**config.mk**
```make
export PLATFORM = sky130hd
export DESIGN_NAME = rc_servo_multi_pwm
export DESIGN_NICKNAME = d
export VERILOG_FILES = /design/src/rtl/rc_servo_multi_pwm_pkg.sv /design/src/rtl/rc_servo_multi_pwm_ch.sv /design/src/rtl/rc_servo_multi_pwm.sv
export SDC_FILE = /design/constraint.sdc
export NUM_CORES = 1
export LEC_CHECK = 0
export CAP_MARGIN = 40
export CORE_AREA = 3 3 141 143
export DETAILED_ROUTE_END_ITERATION = 8
export DIE_AREA = 0 0 144 146
export PLACE_DENSITY_LB_ADDON = 0.08
export SYNTH_ARGS = -nofsm -noshare
export SYNTH_HDL_FRONTEND = slang
export SYNTH_SLANG_ARGS = --single-unit
```
**constraint.sdc**
```tcl
create_clock -name clk_i -period 6.4 [get_ports clk_i]
set_input_delay 1.28 -clock clk_i [delete_from_list [all_inputs] [get_ports clk_i]]
set_output_delay 1.28 -clock clk_i [all_outputs]
set_load 0.1 [all_outputs]
```
**src/rtl/rc_servo_multi_pwm_pkg.sv**
```systemverilog
// Shared timing defaults and the width clamp helper for the multi-channel RC-servo PWM block.
package rc_servo_pkg;

    localparam int unsigned CLK_HZ          = 50_000_000;
    localparam int unsigned FRAME_TICKS     = CLK_HZ / 50;
    localparam int unsigned PULSE_MIN_TICKS = CLK_HZ / 1000;
    localparam int unsigned PULSE_MAX_TICKS = CLK_HZ / 500;
    localparam int unsigned PULSE_RST_TICKS = PULSE_MIN_TICKS + PULSE_MIN_TICKS / 2;
    localparam int unsigned SLEW_STEP       = 500;

    function automatic logic [31:0] clamp_width(input logic [31:0] w,
                                                input logic [31:0] lo,
                                                input logic [31:0] hi);
        logic [31:0] r;
        r = w;
        if (w < lo) r = lo;
        else if (w > hi) r = hi;
        return r;
    endfunction

endpackage

```
**src/rtl/rc_servo_multi_pwm_ch.sv**
```systemverilog
// One servo channel: active width register committed at frame end, optional slew, registered compare.
// Slew limiting is built only when RC_SERVO_SLEW_EN is defined.
module rc_servo_pwm_ch
    import rc_servo_pkg::*;
#(
    parameter int unsigned CNT_WIDTH       = 20,
    parameter int unsigned PULSE_RST_TICKS = rc_servo_pkg::PULSE_RST_TICKS,
    parameter int unsigned SLEW_STEP       = rc_servo_pkg::SLEW_STEP
) (
    input  logic                 clk_i,
    input  logic                 reset_i,
    input  logic                 commit_i,
    input  logic                 en_i,
    input  logic [CNT_WIDTH-1:0] shadow_i,
    input  logic [CNT_WIDTH-1:0] ctr_i,
    output logic                 pwm_o
);

    localparam logic [CNT_WIDTH-1:0] STEP = CNT_WIDTH'(SLEW_STEP);
`ifdef RC_SERVO_SLEW_EN
    localparam bit SLEW_ON = 1'b1;
`else
    localparam bit SLEW_ON = 1'b0;
`endif

    logic [CNT_WIDTH-1:0] active_q, active_d, diff, step, slewed;
    logic                 en_q, en_d, pwm_q, pwm_d;
    logic                 up;

    always_comb begin
        up       = shadow_i > active_q;
        diff     = up ? (shadow_i - active_q) : (active_q - shadow_i);
        step     = (diff > STEP) ? STEP : diff;
        slewed   = up ? (active_q + step) : (active_q - step);
        active_d = active_q;
        en_d     = en_q;
        if (commit_i) begin
            active_d = SLEW_ON ? slewed : shadow_i;
            en_d     = en_i;
        end
        // registered compare: output trails the counter by one cycle
        pwm_d = en_q & (ctr_i < active_q);
    end

    always_ff @(posedge clk_i or posedge reset_i) begin
        if (reset_i) begin
            active_q <= CNT_WIDTH'(PULSE_RST_TICKS);
            en_q     <= 1'b0;
            pwm_q    <= 1'b0;
        end else begin
            active_q <= active_d;
            en_q     <= en_d;
            pwm_q    <= pwm_d;
        end
    end

    assign pwm_o = pwm_q;

endmodule

```
**src/rtl/rc_servo_multi_pwm.sv**
```systemverilog
// N-channel RC-servo PWM: shared frame counter, write port into clamped shadow widths, frame-boundary commit.
// Optional per-frame slew limiting is enabled with the RC_SERVO_SLEW_EN macro.
module rc_servo_multi_pwm
    import rc_servo_pkg::*;
#(
    parameter int unsigned NUM_CH          = 4,
    parameter int unsigned CH_W            = 2,
    parameter int unsigned CNT_WIDTH       = 20,
    parameter int unsigned FRAME_TICKS     = rc_servo_pkg::FRAME_TICKS,
    parameter int unsigned PULSE_MIN_TICKS = rc_servo_pkg::PULSE_MIN_TICKS,
    parameter int unsigned PULSE_MAX_TICKS = rc_servo_pkg::PULSE_MAX_TICKS,
    parameter int unsigned PULSE_RST_TICKS = rc_servo_pkg::PULSE_RST_TICKS,
    parameter int unsigned SLEW_STEP       = rc_servo_pkg::SLEW_STEP
) (
    input  logic                 clk_i,
    input  logic                 reset_i,
    input  logic                 wr_valid_i,
    output logic                 wr_ready_o,
    input  logic [CH_W-1:0]      wr_ch_i,
    input  logic [CNT_WIDTH-1:0] wr_width_i,
    input  logic [NUM_CH-1:0]    ch_en_i,
    output logic [NUM_CH-1:0]    pwm_o,
    output logic                 frame_o,
    output logic                 clamp_o,
    output logic                 ch_err_o
);

    localparam logic [CNT_WIDTH-1:0] LAST_CNT = CNT_WIDTH'(FRAME_TICKS - 1);
    localparam logic [CNT_WIDTH-1:0] PRE_LAST = CNT_WIDTH'(FRAME_TICKS - 2);

    logic [CNT_WIDTH-1:0] ctr_q, ctr_d;
    logic [CNT_WIDTH-1:0] shadow_q [NUM_CH];
    logic [CNT_WIDTH-1:0] shadow_d [NUM_CH];
    logic [CNT_WIDTH-1:0] width_clamped;
    logic                 frame_q, frame_d, clamp_q, clamp_d, ch_err_q, ch_err_d;
    logic                 commit, accept, ch_ok, out_of_range;

    assign commit     = (ctr_q == LAST_CNT);
    assign wr_ready_o = ~commit;
    assign accept     = wr_valid_i & ~commit;

    // index range check only exists when the index field can address past NUM_CH
    if ((2 ** CH_W) > NUM_CH) begin : g_ch_chk
        assign ch_ok = (32'(wr_ch_i) < NUM_CH);
    end else begin : g_ch_all
        assign ch_ok = 1'b1;
    end

    assign width_clamped = CNT_WIDTH'(clamp_width(32'(wr_width_i), PULSE_MIN_TICKS, PULSE_MAX_TICKS));
    assign out_of_range  = (32'(wr_width_i) < PULSE_MIN_TICKS) || (32'(wr_width_i) > PULSE_MAX_TICKS);

    always_comb begin
        ctr_d    = commit ? '0 : ctr_q + CNT_WIDTH'(1);
        frame_d  = (ctr_q == PRE_LAST);
        clamp_d  = accept & ch_ok & out_of_range;
        ch_err_d = accept & ~ch_ok;
        for (int i = 0; i < NUM_CH; i++) begin
            shadow_d[i] = shadow_q[i];
            if (accept && ch_ok && (32'(wr_ch_i) == i))
                shadow_d[i] = width_clamped;
        end
    end

    always_ff @(posedge clk_i or posedge reset_i) begin
        if (reset_i) begin
            ctr_q    <= '0;
            frame_q  <= 1'b0;
            clamp_q  <= 1'b0;
            ch_err_q <= 1'b0;
            for (int i = 0; i < NUM_CH; i++) shadow_q[i] <= CNT_WIDTH'(PULSE_RST_TICKS);
        end else begin
            ctr_q    <= ctr_d;
            frame_q  <= frame_d;
            clamp_q  <= clamp_d;
            ch_err_q <= ch_err_d;
            for (int i = 0; i < NUM_CH; i++) shadow_q[i] <= shadow_d[i];
        end
    end

    assign frame_o  = frame_q;
    assign clamp_o  = clamp_q;
    assign ch_err_o = ch_err_q;

    for (genvar g = 0; g < NUM_CH; g++) begin : g_ch
        rc_servo_pwm_ch #(
            .CNT_WIDTH      (CNT_WIDTH),
            .PULSE_RST_TICKS(PULSE_RST_TICKS),
            .SLEW_STEP      (SLEW_STEP)
        ) u_ch (
            .clk_i   (clk_i),
            .reset_i (reset_i),
            .commit_i(commit),
            .en_i    (ch_en_i[g]),
            .shadow_i(shadow_q[g]),
            .ctr_i   (ctr_q),
            .pwm_o   (pwm_o[g])
        );
    end

endmodule

```
Word-level counts from Yosys, hierarchy flattened
Index checks and enable logic that the tools add are counted.
- logic and storage cells: 47
- flip-flop bits (word level): 190
- output and inout port bits: 8
- reduce and logical (&&, ||, !) cells: 6
- muxes and demuxes: 3
- $lt $le $gt $ge: 6
- add/sub/neg operators: 1
- bitwise operators: 7
- equality and inequality tests: 5
- operators with widths (operator ; count):
    < comparator 20 bit ; 4
    two-way mux 20 bit ; 3
    == test 20 bit, second input constant ; 2
    adder 20 x 1 -> 20 bit, second input constant ; 1
    > comparator 20 x 17 -> 1 bit, second input constant ; 1
    < comparator 20 x 16 -> 1 bit, second input constant ; 1
    AND 1 bit ; 6
    == test 2 bit, second input constant ; 2
    logical AND 1 bit ; 4
    == test 2 x 1 -> 1 bit, second input constant ; 1
    logical NOT 2 bit ; 1
    logical OR 1 bit ; 1
    NOT 1 bit ; 1

Depth between registers and ports, before layout
Gate-level depths: netlist of the first run.
- depth in word-level cells: 4
- gate-level depth with buffers: 9
- depth with buffers taken out: 7

By module
From an unflattened synthesis of the first run, not the netlist that was laid out.
- cell total of the unflattened synthesis: 937
- area, all modules: 9327.7 µm²
- modules (own cells, without submodules) (module ; cells an instance ; area each (µm²) ; instances ; seq. area each (µm²)):
    rc_servo_pwm_ch ; 134 ; 1255.0 ; 4 ; 560.5
    rc_servo_multi_pwm ; 401 ; 4307.9 ; 1 ; 2592.5

Least setup slack after synthesis of the first run
Ideal clock, no wire load.
- path type: flip-flop to output port
- from: register ctr_q[1]
- to: output port wr_ready_o
- stages on the path, launching flop included: 8
- data required time: 5.120 ns
- arrival: 2.345 ns
- path buffers: 2
- path slack: 2.775 ns
- path through: dfrtp_1 > ha_1 > nand3_1 > or2_1 > clkbuf_1 > nor2_1 > inv_1 > clkbuf_1
- word-level cells in the longest chain between the ends: 2
- ends and longest elaborated chain (item ; RTL line ; RTL):
    start, declared ; rc_servo_multi_pwm.sv:31 ; logic [CNT_WIDTH-1:0] ctr_q, ctr_d;
    start signal, assigned ; rc_servo_multi_pwm.sv:72 ; ctr_q <= ctr_d;
    == test 20 bit ; rc_servo_multi_pwm.sv:38 ; assign commit = (ctr_q == LAST_CNT);
    NOT 1 bit ; rc_servo_multi_pwm.sv:39 ; assign wr_ready_o = ~commit;
    end, declared ; rc_servo_multi_pwm.sv:18 ; output logic wr_ready_o,
Every way passes these cells.

Final worst setup path of the first run
- from: register ctr_q[7]
- to: output port wr_ready_o
The elaborated chain is that of the path after synthesis.

==> run_results.csv, run 1 <==
group,metric,value,unit
routing,routedLengthMet1,10800,um
synth,synth-warning-count,0,
synth,ys_dominant_reg_cell,"dfrtp_1",
final_layout,drive_above_1_share,0.132,
clocking,ctsHoldBuffers,0,
worst_setup_path,crit_chain,"nor4_1 > nand4_1 > nor2_4 > inv_1 > buf_4 > clkdlybuf4s50_1 > buf_8",
worst_setup_path,slowest_stage,"dfrtp_1",
synth,synth_edf_count,0,
timing,rsz0062_at_grt,"no",
worst_setup_path,crit_arrival,2.78,ns
final_layout,syn2layout_area_growth,13.7,%
final_layout,multi_input_area,4040,um^2
clocking,cts_resized,0,
power,intPower,1900,uW
routing,routed_wl,23400,um
synth,syn_area,9380,um^2
timing,maxSlewHeadroom,0.438,
global_route,grt_pass1_wl,37500,um
worst_setup_path,worstPathRequired,5.12,ns
synth,synth_mux_area_frac,0.00213,
worst_setup_path,worstSetupPathType,"reg2out",
routing,drtAntennaViolNets,0,
global_route,antenna_found_initial,1,
floorplan,core-area,18700,um^2
outcome,status,"finished clean",
placement,dp_hpwl,16700,um
clocking,cts_sinks,190,
placement,dp_slack,2.71,ns
final_layout,n_fill_cell,1672,
timing,drv_slew,0,
final_layout,nNetsFinal,1117,
synth,postSynthAreaPerCell,9.58,um^2
synth,synth-xor-area-share,0.0121,
synth,syn_inst,979,
clocking,post_cts_buffers,0,
power,p_comb_frac,0.057,
timing,clock_skew,0.0122,ns
clocking,cts_tree,"yes",
synth,syn_nets,1086,
placement,routabilityCongestion,0.874,
routing,maxUsedRoutingLayer,"met5",
timing,finalSetupViolations,0,
worst_setup_path,end_kind,"primary output",
power,seqPwrFrac,0.515,
worst_setup_path,timing.rr.start,"ctr_q[7]$_DFF_PP0_",
clocking,cts-root-buf,"clkbuf_16",
final_layout,final_common_cell,"nand2_1",
floorplan,start_util,0.502,
power,p_switching,599,uW
routing,drtIter0Drc,424,
clocking,path_clk_slew,0.07,ns
timing,fin_crit_sh,0.634,
worst_setup_path,startpoint,"ctr_q[7]$_DFF_PP0_",
routing,drc,0,
floorplan,num_rows,50,
synth,synthSimpleGateAreaFrac,0.163,
worst_setup_path,critPathMaxStageDelay,0.51,ns
global_route,grt_pass1_vias,6787,
worst_setup_path,r2r_slack,3.21,ns
clocking,clk_path_buf_depth,2,
routing,wl_met2,10800,um
timing,setup_tns,0,ns
clocking,htree_levels,4,
flow_run,max-cap-violations,0,
timing,maxClockFrequency,247,MHz
synth,ys_async_sr_fraction,1.00,
timing,finalWorstSetupSlack,2.34,ns
min_path,hold_path_class,"reg2reg",
power,power_density,234,nW/um^2
synth,yosys.area_share.adder,0.104,
timing,hold_viol,0,
global_route,grt_max_degree,119,
routing,met3_length,1160,um
synth,synth.distinct_cells,53,
power,ir_drop,0.000158,V
worst_setup_path,r2r_cells,6,
synth,synth_compound_area_frac,0.147,
routing,vias,6869,
floorplan,die_area,21000,um^2
worst_setup_path,rr_endpoint,"g_ch[2].u_ch.active_q[15]$_DFFE_PP0N_",
routing,avgViaCountPerCell,5.46,
timing,worst_slew_pin_slew,0.839,ns
clocking,clock_latency,0.44,ns
worst_setup_path,start_kind,"register",
floorplan,pin_count,37,
routing,dr.pass1.iters,5,
power,p_clk_frac,0.428,
power,p_leak,0.00466,uW
floorplan,die_w,144,um
final_layout,diodes,0,
power,switching_share,0.240,
worst_setup_path,crit_fanout,14,
worst_setup_path,endpoint,"wr_ready_o",
global_route,grtUsageTotal,0.235,
synth,ys_seq_area_frac,0.515,
routing,wl_per_cell,18.6,um
timing,timing.final.crit_period,4.06,ns
final_layout,mostFrequentLayoutCells,"201 x nand2_1, 126 x dfrtp_1, 122 x o21ai_0",
clocking,cts_buffers,17,
synth,synth_seq_cells,190,
synth,synth_top_family_by_area,"simple AND/OR/NAND/NOR gates",
placement,portBuffers,35,
floorplan,fp.dieH,146,um
global_route,grt-ovfl-total,0,
final_layout,ff_latch_area,4830,um^2
==> layer usage <==
layer,global-route usage,vias to the layer above
met4,0.0664,2
met1,0.329,3310
met3,0.0608,40
met5,0,-
met2,0.362,164
li1,-,3353
==> Yosys cell counts, drive strengths merged (2+ instances only) <==
cell     number  share of area
o211ai        5         0.0040
o21a          3         0.0024
and3          8         0.0053
nand4        13         0.0087
buf          27          0.017
nand3         9         0.0048
and4          6         0.0056
a221oi        2         0.0019
or2           2         0.0013
nor4          4         0.0059
nand2       201          0.080
xnor2         9         0.0084
o2111a        3         0.0036
nor2         54          0.022
and4b         2         0.0021
mux2i         2         0.0021
nand4b        2         0.0019
a21o         12         0.0096
nor2b         6         0.0040
dfrtp       126           0.34
inv          83          0.033
dfstp        64           0.18
a2111oi       2         0.0039
nor3         10         0.0053
ha           78           0.10
a21boi        4         0.0032
o21ai       141          0.080
or3           4         0.0027
o31ai         5         0.0040
a31oi         8         0.0053
a211oi        4         0.0032
a21oi        36          0.020
o311ai        2         0.0019
clkbuf       15         0.0060
and2         14         0.0093
xor2          4         0.0037
==> state kept, by name (all words and copies together) (netlist names) <==
register	cells
g_ch.u_ch.pwm_o	4
g_ch.u_ch.active_q	80
g_ch.u_ch.en_q	4
shadow_q	80
clamp_o	1
frame_o	1
ctr_q	20
==> layout make-up <==
type / count / area share
timing repair buffer: 54 / 0.0561
multi-input combinational: 664 / 0.378
clock inverter: 10 / 0.00927
inverter: 83 / 0.0299
sequential: 190 / 0.453
tap: 234 / 0.0275
clock buffer: 22 / 0.0455
==> worst min-delay path by stage <==
stage	endpoint	startpoint	depth (start not counted)
after global routing	shadow_q[56]$_DFFE_PP1P_	shadow_q[56]$_DFFE_PP1P_	2
final	shadow_q[73]$_DFFE_PP1P_	shadow_q[73]$_DFFE_PP1P_	2
after floorplan	g_ch[0].u_ch.active_q[0]$_DFFE_PP0N_	shadow_q[60]$_DFFE_PP0P_	2
after detailed placement	shadow_q[73]$_DFFE_PP1P_	shadow_q[73]$_DFFE_PP1P_	2
after global placement	g_ch[3].u_ch.active_q[0]$_DFFE_PP0N_	shadow_q[0]$_DFFE_PP0P_	2
after CTS	shadow_q[73]$_DFFE_PP1P_	shadow_q[73]$_DFFE_PP1P_	2
==> cell families after synthesis <==
family	after synthesis
simple gates	339
mux	2
compound gates	231
xor+xnor	13
other cells	1
fa+ha+maj	78
buf+inv	125
flops	190
==> per-stage QoR <==
stage	cell area (um^2)	util	total power, uW	hold WS, ns	std cells
final	10700	0.570	2500	0.463	1257
after global routing	10700	0.570	2590	0.488	1257
after CTS	10700	0.570	2520	0.467	1257
after global placement	9900	0.529	1450	0.450	1215
after detailed placement	10100	0.539	1450	0.456	1225
after floorplan	9380	-	1390	0.439	979
==> critical path, delay by kind of cell (launching register included) <==
kind	cells	cell delay (ns)
buf+inv	4	0.90
flops	1	0.51
simple gates	3	0.93
==> power groups by stage <==
stage          logic (uW)  registers, uW  clock network (uW)
4_1_cts               145           1290                1090
3_3_place_gp          138           1310                   0
5_1_grt               160           1290                1140
3_5_place_dp          144           1310                   0
6_report              142           1290                1070
2_1_floorplan        79.8           1310                   0
No activity file was read; power rests on OpenSTA's default activity.
==> run 2: changes to the inputs <==
Clock period 6.4 ns to 4.2 ns, I/O delays scaled along.
==> run 2 against run 1 <==
Net effect:
- clock skew up 0.0042 ns
- register-to-register slack worse by 2.2 ns
- sequential power is 53% higher
- power is 51% higher
- worst setup slack got worse by 1.5 ns
- clock-buffer cell count decreased by 4
- non-clock buffer count increased by 9
- highest routed layer is now met4
- routed wire length decreased by 4.0%
- critical path type unchanged
- sequential share of layout area shrank 0.12 points
==> run_results.csv, run 2 (synthesis results as in run 1) <==
group,metric,value,unit
outcome,status,"finished clean",
global_route,grt-ovfl-total,0,
worst_setup_path,critPathMaxStageDelay,0.39,ns
timing,maxClockFrequency,295,MHz
routing,avgViaCountPerCell,5.41,
final_layout,syn2layout_area_growth,13.9,%
worst_setup_path,worstSetupPathType,"reg2out",
routing,routed_wl,22500,um
clocking,clock_latency,0.44,ns
clocking,post_cts_buffers,0,
timing,finalSetupViolations,0,
routing,drtIter0Drc,420,
placement,portBuffers,35,
clocking,cts_tree,"yes",
routing,dr.pass1.iters,5,
timing,hold_viol,0,
final_layout,final_common_cell,"nand2_1",
worst_setup_path,crit_chain,"buf_4 > nor4_1 > nand4_1 > nor2_4 > inv_1 > buf_12",
clocking,clk_path_buf_depth,2,
placement,place_area,10100,um^2
global_route,grtUsageTotal,0.225,
global_route,met1_usage,0.343,
worst_setup_path,end_kind,"primary output",
clocking,ctsHoldBuffers,0,
floorplan,pin_count,37,
timing,fin_crit_sh,0.806,
timing,worst_slew_pin_slew,0.858,ns
final_layout,ff_latch_area,4830,um^2
timing,clock_skew,0.0164,ns
worst_setup_path,worstPathRequired,3.36,ns
worst_setup_path,crit_arrival,2.55,ns
timing,rsz0062_at_grt,"no",
placement,routabilityCongestion,0.876,
routing,vias,6850,
routing,wl_per_cell,17.7,um
final_layout,final_cells,1266,
global_route,grt_max_degree,86,
routing,drc,0,
routing,drtAntennaViolNets,0,
final_layout,drive_above_1_share,0.140,
timing,setup_tns,0,ns
global_route,grtUsageMet2,0.323,
floorplan,core-area,18700,um^2
final_layout,postLayoutCellArea,10700,um^2
power,p_leak,0.00469,uW
worst_setup_path,start_kind,"register",
final_layout,diodes,0,
power,power_density,352,nW/um^2
placement,placedCellCount,1234,
final_layout,mostFrequentLayoutCells,"201 x nand2_1, 126 x dfrtp_1, 122 x o21ai_0",
clocking,cts_sinks,190,
floorplan,num_rows,50,
placement,dp_hpwl,15900,um
global_route,grt.met3_usage,0.0394,
floorplan,fp.dieH,146,um
power,ir_drop,0.000283,V
final_layout,n_fill_cell,1750,
floorplan,die_area,21000,um^2
clocking,htree_levels,4,
worst_setup_path,crit_fanout,14,
timing,timing.final.crit_period,3.39,ns
min_path,hold_path_class,"reg2reg",
global_route,grt_pass1_vias,6525,
clocking,path_clk_slew,0.07,ns
worst_setup_path,critPathTopFamily,"simple AND/OR/NAND/NOR gates",
clocking,cts_resized,0,
final_layout,nNetsFinal,1126,
timing,maxSlewHeadroom,0.424,
global_route,antenna_found_initial,0,
global_route,busiest_layer,"met1",
floorplan,start_util,0.502,
timing,drv_slew,0,
clocking,cts_buffers,17,
worst_setup_path,critical_path_buf_inv_count,3,
final_layout,top_regs,"g_ch.u_ch.active_q (80), shadow_q (80), ctr_q (20)",
worst_setup_path,slowest_stage,"nor4_1",
clocking,cts-root-buf,"clkbuf_16",
floorplan,die_w,144,um
global_route,grt_pass1_wl,36500,um
final_layout,multi_input_area,4030,um^2
flow_run,max-cap-violations,0,
[run 2: power by group]
part           leakage [uW]  switching, uW  total [uW]  internal, uW
sequential          0.00234           41.1        1970          1930
combinational       0.00207            138         215          76.5
clock              0.000281            785        1580           794
total               0.00469            965        3760          2800
[run 2: routing by layer]
| metal | share of wire | wire, um |
|---|---|---|
| met1 | 0.48 | 10800 |
| met2 | 0.44 | 9900 |
| met3 | 0.046 | 1040 |
| met4 | 0.030 | 680 |
| met5 | 0 | 0 |
[run 2: final timing paths]
check	to	startpoint	cells past startpoint	slack, ns
worst max-delay path	wr_ready_o	ctr_q[7]$_DFF_PP0_	6	0.81
worst min-delay path	shadow_q[56]$_DFFE_PP1P_	shadow_q[56]$_DFFE_PP1P_	2	0.47
worst max register to register	g_ch[1].u_ch.active_q[11]$_DFFE_PP0N_	ctr_q[7]$_DFF_PP0_	7	1.00
worst min register to register	shadow_q[56]$_DFFE_PP1P_	shadow_q[56]$_DFFE_PP1P_	2	0.47
max in group asynchronous	shadow_q[13]$_DFFE_PP1P_	reset_i	3	2.41
min in group asynchronous	g_ch[1].u_ch.active_q[19]$_DFFE_PP0N_	reset_i	2	0.90
[run 2: area by class of cell]
| class | instances | area share |
|---|---|---|
| Timing Repair Buffer | 63 | 0.0612 |
| Clock inverter | 14 | 0.0129 |
| Sequential cell | 190 | 0.452 |
| Clock buffer | 18 | 0.0401 |
| Multi-Input combinational cell | 664 | 0.377 |
| Inverter | 83 | 0.0295 |
| Tap cell | 234 | 0.0274 |
[run 2: per-stage QoR]
step,power (uW),util,setup slack [ns],hold slack [ns]
floorplan,2110,-,0.964,0.439
global placement,2210,0.535,0.741,0.450
detailed placement,2220,0.541,1.03,0.450
CTS,3800,0.572,0.840,0.471
global route,3920,0.572,0.715,0.489
finish,3760,0.572,0.814,0.467
[run 2: tightest hold or removal path, stage by stage, from the launching register on]
cell     delay (ns)
dfstp_2        0.37
nand2_1        0.04
o21ai_1        0.05
